**config.mk**
```make
export PLATFORM = sky130hd
export DESIGN_NAME = debounce_multi
export DESIGN_NICKNAME = d
export VERILOG_FILES = /design/src/rtl/debounce_multi.sv
export SDC_FILE = /design/constraint.sdc
export NUM_CORES = 1
export LEC_CHECK = 0
export ABC_AREA = 0
export CAP_MARGIN = 5
export CORE_AREA = 2 2 125 127
export CTS_CLUSTER_DIAMETER = 50
export DETAILED_ROUTE_END_ITERATION = 6
export DIE_AREA = 0 0 127 129
export PLACE_DENSITY = 0.62
export SLEW_MARGIN = 15
export SYNTH_ARGS = -nofsm -noshare
export SYNTH_HDL_FRONTEND = slang
export SYNTH_SLANG_ARGS = --single-unit
```
**constraint.sdc**
```tcl
create_clock -name clk -period 2.5 [get_ports clk]
set_input_delay 0.625 -clock clk [delete_from_list [all_inputs] [get_ports clk]]
set_output_delay 0.625 -clock clk [all_outputs]
set_load 0.005 [all_outputs]
```
**src/rtl/debounce_multi.sv**
```systemverilog
// Multi-channel switch debouncer: per-channel synchroniser, 4-state hold FSM with an
// N-bit stable counter, registered level plus one-cycle rise/fall ticks and a combined tick flag.
module debounce_multi #(
    parameter int CH          = 4,
    parameter int N           = 21,
    parameter int SYNC_STAGES = 2,
    parameter bit INIT_LEVEL  = 1'b0
) (
    input  logic          clk,
    input  logic          rst,
    input  logic          ce,
    input  logic [CH-1:0] sw,
    output logic [CH-1:0] db_level,
    output logic [CH-1:0] db_rise,
    output logic [CH-1:0] db_fall,
    output logic          db_any
);

    localparam logic [N-1:0] M        = '1;
    localparam logic [N-1:0] CNT_LAST = {{(N-1){1'b0}}, 1'b1};

    typedef enum logic [1:0] {
        ZERO  = 2'd0,
        WAIT1 = 2'd1,
        ONE   = 2'd2,
        WAIT0 = 2'd3
    } state_t;

    localparam state_t INIT_STATE = INIT_LEVEL ? ONE : ZERO;

    logic [CH-1:0] sync_q [SYNC_STAGES];
    logic [CH-1:0] sw_s;
    state_t        state_q [CH];
    state_t        state_d [CH];
    logic [N-1:0]  cnt_q [CH];
    logic [N-1:0]  cnt_d [CH];
    logic [CH-1:0] level_d;
    logic [CH-1:0] rise_d;
    logic [CH-1:0] fall_d;

    always_ff @(posedge clk) begin
        if (rst) begin
            for (int s = 0; s < SYNC_STAGES; s++) sync_q[s] <= {CH{INIT_LEVEL}};
        end else begin
            sync_q[0] <= sw;
            for (int s = 1; s < SYNC_STAGES; s++) sync_q[s] <= sync_q[s-1];
        end
    end

    assign sw_s = sync_q[SYNC_STAGES-1];

    // Entry and abort ignore ce; only the countdown is gated. A reversal during
    // WAITx drops straight back to the stable state, so the next attempt restarts from M.
    always_comb begin
        level_d = '0;
        rise_d  = '0;
        fall_d  = '0;
        for (int i = 0; i < CH; i++) begin
            state_d[i] = state_q[i];
            cnt_d[i]   = cnt_q[i];
            case (state_q[i])
                ZERO: begin
                    if (sw_s[i]) begin
                        state_d[i] = WAIT1;
                        cnt_d[i]   = M;
                    end
                end
                WAIT1: begin
                    if (!sw_s[i]) begin
                        state_d[i] = ZERO;
                    end else if (ce) begin
                        if (cnt_q[i] <= CNT_LAST) begin
                            cnt_d[i]   = '0;
                            state_d[i] = ONE;
                        end else begin
                            cnt_d[i] = cnt_q[i] - CNT_LAST;
                        end
                    end
                end
                ONE: begin
                    if (!sw_s[i]) begin
                        state_d[i] = WAIT0;
                        cnt_d[i]   = M;
                    end
                end
                WAIT0: begin
                    if (sw_s[i]) begin
                        state_d[i] = ONE;
                    end else if (ce) begin
                        if (cnt_q[i] <= CNT_LAST) begin
                            cnt_d[i]   = '0;
                            state_d[i] = ZERO;
                        end else begin
                            cnt_d[i] = cnt_q[i] - CNT_LAST;
                        end
                    end
                end
                default: begin
                    state_d[i] = INIT_STATE;
                    cnt_d[i]   = '0;
                end
            endcase
            level_d[i] = (state_d[i] == ONE) || (state_d[i] == WAIT0);
            rise_d[i]  = (state_q[i] == WAIT1) && (state_d[i] == ONE);
            fall_d[i]  = (state_q[i] == WAIT0) && (state_d[i] == ZERO);
        end
    end

    always_ff @(posedge clk) begin
        if (rst) begin
            for (int i = 0; i < CH; i++) begin
                state_q[i] <= INIT_STATE;
                cnt_q[i]   <= '0;
            end
            db_level <= {CH{INIT_LEVEL}};
            db_rise  <= '0;
            db_fall  <= '0;
            db_any   <= 1'b0;
        end else begin
            for (int i = 0; i < CH; i++) begin
                state_q[i] <= state_d[i];
                cnt_q[i]   <= cnt_d[i];
            end
            db_level <= level_d;
            db_rise  <= rise_d;
            db_fall  <= fall_d;
            db_any   <= |(rise_d | fall_d);
        end
    end

endmodule
```
==> impl_metrics.toml, run 1 <==
[worst_setup_path]
path_max_fanout = 13
critPathSlowestCell = "sky130_fd_sc_hd__or4_4"
cp-start-kind = "flip-flop"
timing_worst_setup_path_type = "flip-flop to flip-flop"
critPathMaxStageDelay_ns = 0.46
critPathRequiredTime_ns = 2.78
arrival_ns = 2.52
crit_path_cell_trace = "or2_1 -> or4_4 -> or3_4 -> a211oi_2 -> buf_4 -> a2111oi_0"
cp-end-kind = "flip-flop"

[clocking]
cts_tree = "done"
clock_insertion_delay_worst_skew_ns = 0.41
cts_htree_levels = 4
cts_num_sinks = 113
clock_slew_at_the_register_clock_pins_of_the_worst_setup_and_hold_paths_ns = 0.05
max-clock-path-buffers = 2
number_of_gates_resized_after_cts = 0
numCtsBuffers = 17
number_of_post_cts_setup_repair_buffers = 0
ctsHoldBuffers = 0
clk_root_buffer_cell = "sky130_fd_sc_hd__clkbuf_16"

[route]
drtPass1Iterations = 4
remaining_drc_errors = 0
drt_wl_total_microns = 15100
post_drt_via_cell_ratio = 6.01
dr_iter_0_viols = 540
routedWlPerCell_microns = 15.8
postRouteAntennaNets = 0
detailroute.via_count = 5736

[floorplanning]
chipWidth_microns = 127
std_cell_rows = 45
vertical_extent_of_the_die_microns = 129
pin_count = 20
core_area_sq_mm = 0.0150
floorplan.initialDensity_pct = 39.3
floorplan.die_area_sq_mm = 0.0164

[cells_and_area]
n_antenna_cell = 0
fillCellCount = 1442
syn_to_final_growth_pct = 20.9
drive_above_1_share_pct = 13.3
nNetsFinal = 769

[synth]
synth_largest_area_cell = "sky130_fd_sc_hd__dfxtp_1"
synth_area_leaders = "sky130_fd_sc_hd__dfxtp_1 (38%), sky130_fd_sc_hd__a21oi_1 (5.2%), sky130_fd_sc_hd__o21ai_0 (3.9%)"
async_flop_share_pct = 0
yosys_register_bits = 113
yosys_most_used_dff = "sky130_fd_sc_hd__dfxtp_1"
synthesis.area_sq_mm = 0.00589
synth_nets = 735
synth.yosys.warnings = 0
yosysSeqAreaShare_pct = 38.4
synth.distinct_cells = 61
synth_largest_type_area_fraction_pct = 38.4
synth_enable_flop_cells = 0
syn-instance-count = 720
synth_area_per_cell_sq_um = 8.18

[status]
run_status = "finished, final reports clean"

[placed_design]
post-place-ws_ns = -0.0119
hpwl_microns = 10200
place_congestion = 0.867
buffer_ports.inserted = 19

[sta]
unrepaired_setup_endpoints_after_global_routing = "no"
worst_clock_skew_ns = 0.00539
final.hold.worst_slack_ns = 0.443
setup_viol = 0
post-route-min-period_ns = 2.24
max_slew.worst_pin.slew_ns = 0.629
fin_ws_ns = 0.259
fin_setup_tns_ns = 0
hold_viol_final = 0
relSlewSlack_pct = 57.8
maxClockFrequency_mhz = 446
final.period_utilization_pct = 89.6
slew_viol_final = 0

[power]
cellPowerDensity_mw_per_mm2 = 746
leakagePower_nw = 2.51
ir_worst_vdd_mv = 0.432
power_mw = 5.32

[grt]
grt_start_max_net_pins = 35
antenna_violations_before_repair = 0
first_global_vias = 5279
gr-usage-all-layers_pct = 18.7
grt_overflow_total = 0
wire_length_of_the_first_global_routing_pass_microns = 25100

[min_path]
min_path_type = "flip-flop to flip-flop"

[run]
maxCapViolations = 0
==> layout make-up <==
type                            instances  area (sq um)  area share, %
Inverter                               32           120           1.69
Sequential cell                       113          2260           31.8
Clock inverter                          9           128           1.79
Clock buffer                           23           498           6.99
Timing Repair Buffer                   61           563           7.91
Multi-Input combinational cell        529          3310           46.5
Tap cell                              188           235           3.30
==> metal layers <==
layer	up-vias	global-route usage, %	wire length [microns]
met1	2768	23.5	7000
met4	0	8.73	254
met3	20	3.91	540
met5	-	0	0
li1	2805	-	-
met2	143	31.1	7260
==> logic make-up after synthesis <==
group	Yosys count	share of synthesized area, %
AOI/OAI and AO/OA	238	27.2
xor gates and xnor gates	4	0.595
adders and majority gates	8	1.70
buffers and inverters	78	5.33
DFF	113	38.4
muxes	3	0.510
and+or+nand+nor	276	26.3
==> sequential cells by signal, indices dropped and copies added (netlist names) <==
| name | count |
|---|---|
| cnt_q | 84 |
| db_rise | 4 |
| state_q | 8 |
| sync_q | 8 |
| db_level | 4 |
| db_fall | 4 |
| db_any | 1 |
==> cells in the final DEF (no fill, tap or decap), types with 15 or more instances in the layout <==
cell	count
sky130_fd_sc_hd__dfxtp_1	113
sky130_fd_sc_hd__a21oi_1	61
sky130_fd_sc_hd__nor2_1	59
sky130_fd_sc_hd__o21ai_0	46
sky130_fd_sc_hd__nand2_1	44
sky130_fd_sc_hd__nor3_1	42
sky130_fd_sc_hd__buf_4	37
sky130_fd_sc_hd__inv_1	32
sky130_fd_sc_hd__a211oi_1	25
sky130_fd_sc_hd__nor4_1	22
sky130_fd_sc_hd__a311oi_1	18
sky130_fd_sc_hd__clkdlybuf4s50_1	18
sky130_fd_sc_hd__clkbuf_16	17
sky130_fd_sc_hd__nand4_1	15
sky130_fd_sc_hd__a221oi_1	15
==> final timing paths <==
path                      from  slack [ns]  depth (start not counted)           end
setup / recovery  cnt_q[2][11]        0.26                          6   cnt_q[2][1]
setup reg to reg  cnt_q[2][11]        0.26                          6   cnt_q[2][1]
hold reg to reg   sync_q[0][3]        0.44                          1  sync_q[0][7]
hold / removal    sync_q[0][3]        0.44                          1  sync_q[0][7]
==> Yosys cell counts, drive strengths merged, types with 6 or more instances <==
cell type	number
a31o	6
a221oi	15
o22ai	10
nand3	10
or3	13
or2	12
nand4	15
nor4	29
a311oi	18
ha	8
buf	7
or4	9
nor3b	6
a21o	10
nor2b	10
dfxtp	113
o21a	6
clkbuf	39
nor3	43
a21oi	61
o21ai	48
a22o	7
nor2	61
inv	32
a211o	6
a211oi	27
nand2	44
o31ai	11
==> critical path: cells and delay by family (launching register included) <==
kind	cells	cell delay (ns)
flip-flops	1	0.36
AND/OR/NAND/NOR	3	1.19
buffers and inverters	1	0.24
AO/OA/AOI/OAI	2	0.31
==> power breakdown <==
part	leakage [nW]	switching [mW]	internal, mW	total (mW)
clock	0.301	0.830	1.69	2.52
sequential	0.924	0.105	1.89	1.99
combinational	1.28	0.480	0.320	0.800
==> through the flow <==
step / cells / cell area [sq um] / util, %
after floorplan: 720 / 5890 / -
after global placement: 923 / 6490 / 43.4
after detailed placement: 923 / 6490 / 43.4
after CTS: 955 / 7120 / 47.5
after global routing: 955 / 7120 / 47.5
final: 955 / 7120 / 47.5
Note: power is estimated with default switching activity, not from simulation.
==> inputs of run 2 (changes only) <==
GPL_TIMING_DRIVEN = 0   (was unset)
SKIP_LAST_GASP = 1   (was unset)
==> impl_metrics.toml, run 2 (same netlist as run 1, synthesis figures left out) <==
[status]
run_status = "finished, final reports clean"

[grt]
grt_start_max_net_pins = 17
wire_length_of_the_first_global_routing_pass_microns = 27300
first_global_vias = 5525
antenna_violations_before_repair = 0
gr-usage-all-layers_pct = 20.6
grt_overflow_total = 0

[route]
routedWlPerCell_microns = 16.9
remaining_drc_errors = 0
drtPass1Iterations = 5
post_drt_via_cell_ratio = 6.01
drt_wl_total_microns = 16300
detailroute.via_count = 5778
dr_iter_0_viols = 729
postRouteAntennaNets = 0

[floorplanning]
chipWidth_microns = 127
std_cell_rows = 45
pin_count = 20
floorplan.initialDensity_pct = 39.3
vertical_extent_of_the_die_microns = 129
core_area_sq_mm = 0.0150
floorplan.die_area_sq_mm = 0.0164

[sta]
slew_viol_final = 0
max_slew.worst_pin.slew_ns = 0.773
final.hold.worst_slack_ns = 0.440
maxClockFrequency_mhz = 431
worst_clock_skew_ns = 0.0112
final.period_utilization_pct = 92.8
post-route-min-period_ns = 2.32
unrepaired_setup_endpoints_after_global_routing = "yes"
hold_viol_final = 0
setup_viol = 0
fin_ws_ns = 0.180
relSlewSlack_pct = 48.0

[worst_setup_path]
critPathMaxStageDelay_ns = 0.45
crit_path_cell_trace = "clkbuf_1 -> or3_1 -> or3_1 -> clkbuf_1 -> nor3_2 -> or2_1 -> buf_2 -> a311oi_1"
cp-start-kind = "flip-flop"
cp-end-kind = "flip-flop"
count_of_buffer_and_inverter_cells_on_the_critical_path = 3
path_max_fanout = 9
arrival_ns = 2.58
critPathRequiredTime_ns = 2.76
timing_worst_setup_path_type = "flip-flop to flip-flop"
critPathSlowestCell = "sky130_fd_sc_hd__or3_1"
cp_top_family = "simple AND/OR/NAND/NOR gates"

[run]
maxCapViolations = 0

[clocking]
clock_insertion_delay_worst_skew_ns = 0.42
clock_slew_at_the_register_clock_pins_of_the_worst_setup_and_hold_paths_ns = 0.06
cts_htree_levels = 4
ctsHoldBuffers = 0
clk_root_buffer_cell = "sky130_fd_sc_hd__clkbuf_16"
cts_tree = "done"
cts_num_sinks = 113
max-clock-path-buffers = 2
numCtsBuffers = 17

[cells_and_area]
largest_reg_flops = 84
layout.cell_area.non_filler_sq_mm = 0.00696
largestRegisters = "cnt_q: 84 flops, state_q: 8 flops, sync_q: 8 flops"
commonest_cells_after_routing_fill_and_taps_aside = "sky130_fd_sc_hd__dfxtp_1 (113), sky130_fd_sc_hd__a21oi_1 (61), sky130_fd_sc_hd__nor2_1 (60)"
nNetsFinal = 778
registers.top_by_ff_count = "cnt_q"
syn_to_final_growth_pct = 18.3
n_antenna_cell = 0
mostFrequentLayoutCell = "sky130_fd_sc_hd__dfxtp_1"
fillCellCount = 1479
drive_above_1_share_pct = 9.56

[power]
cellInternalPower_mw = 3.71
leakagePower_nw = 2.38
p_switching_mw = 1.45
share_clk_of_total_power_pct = 46.0
ir_worst_vdd_mv = 0.463
part_of_the_total_power_dissipated_in_sequential_elements_pct = 38.6
switching_share_pct = 28.1
cellPowerDensity_mw_per_mm2 = 741
power_mw = 5.16
comb_power_share_pct = 15.5

[min_path]
min_path_type = "flip-flop to flip-flop"

[placed_design]
hpwl_microns = 11100
post-place-ws_ns = -0.115
dpl_cell_area_sq_mm = 0.00629
buffer_ports.inserted = 17
place_congestion = 0.890
run 2: cell count changes in the layout (fill, tap and decap cells not counted), moves of 2 or more:
cell	change
sky130_fd_sc_hd__buf_4	-27
sky130_fd_sc_hd__nor3b_1	-2
sky130_fd_sc_hd__nor4_4	+2
sky130_fd_sc_hd__nor4_2	-2
sky130_fd_sc_hd__clkbuf_8	-2
sky130_fd_sc_hd__clkbuf_1	+38
sky130_fd_sc_hd__nor3b_2	+2
sky130_fd_sc_hd__buf_12	-5
run 2: final cells by class:
type | instances | area (sq um) | share of cell area [%]
Buffer | 46 | 194 | 2.79
Clock buffer | 20 | 467 | 6.70
Clock inverter | 10 | 111 | 1.60
Inverter | 32 | 120 | 1.73
Multi-Input combinational cell | 529 | 3350 | 48.1
Sequential cell | 113 | 2260 | 32.5
Tap cell | 188 | 235 | 3.38
Timing Repair Buffer | 24 | 223 | 3.20
run 2: routing by layer:
layer	share of wire [%]	wire (microns)	global-route usage, %
met1	47	7650	27.4
met2	47	7620	32.1
met3	4.6	742	4.78
met4	1.6	259	8.99
met5	0	0	0
run 2: path summary, 6_finish.rpt:
check	from	to	slack, ns	depth (start not counted)
min reg2reg	sync_q[0][3]	sync_q[0][7]	0.44	1
max reg2reg	cnt_q[0][14]	cnt_q[0][19]	0.18	8
min	sync_q[0][3]	sync_q[0][7]	0.44	1
max	cnt_q[0][14]	cnt_q[0][19]	0.18	8
run 2: per-stage QoR:
step	setup TNS, ns	utilization [%]	instances
final	0	46.5	962
after global routing	-0.125	46.5	962
after CTS	-0.0139	46.0	955
after detailed placement	-1.12	42.0	925
after global placement	-0.808	42.0	925
after floorplan	0	-	720
run 2: repair_timing:
action                     in CTS  in global routing
hold endpoints to repair        0                  0
gates resized for setup         2                  4
pin swaps                       0                  2
cloned                          0                  0
setup buffers                   0                  7
setup endpoints to repair      12                 38
run 2: power groups by stage:
stage               Combinational (mW)  Clock, mW  Sequential [mW]
finish                           0.797       2.37             1.99
global route                     0.889       2.49             2.00
CTS                              0.754       2.41             1.99
detailed placement               0.746          0             2.02
global placement                 0.727          0             2.02
floorplan                        0.580          0             2.00
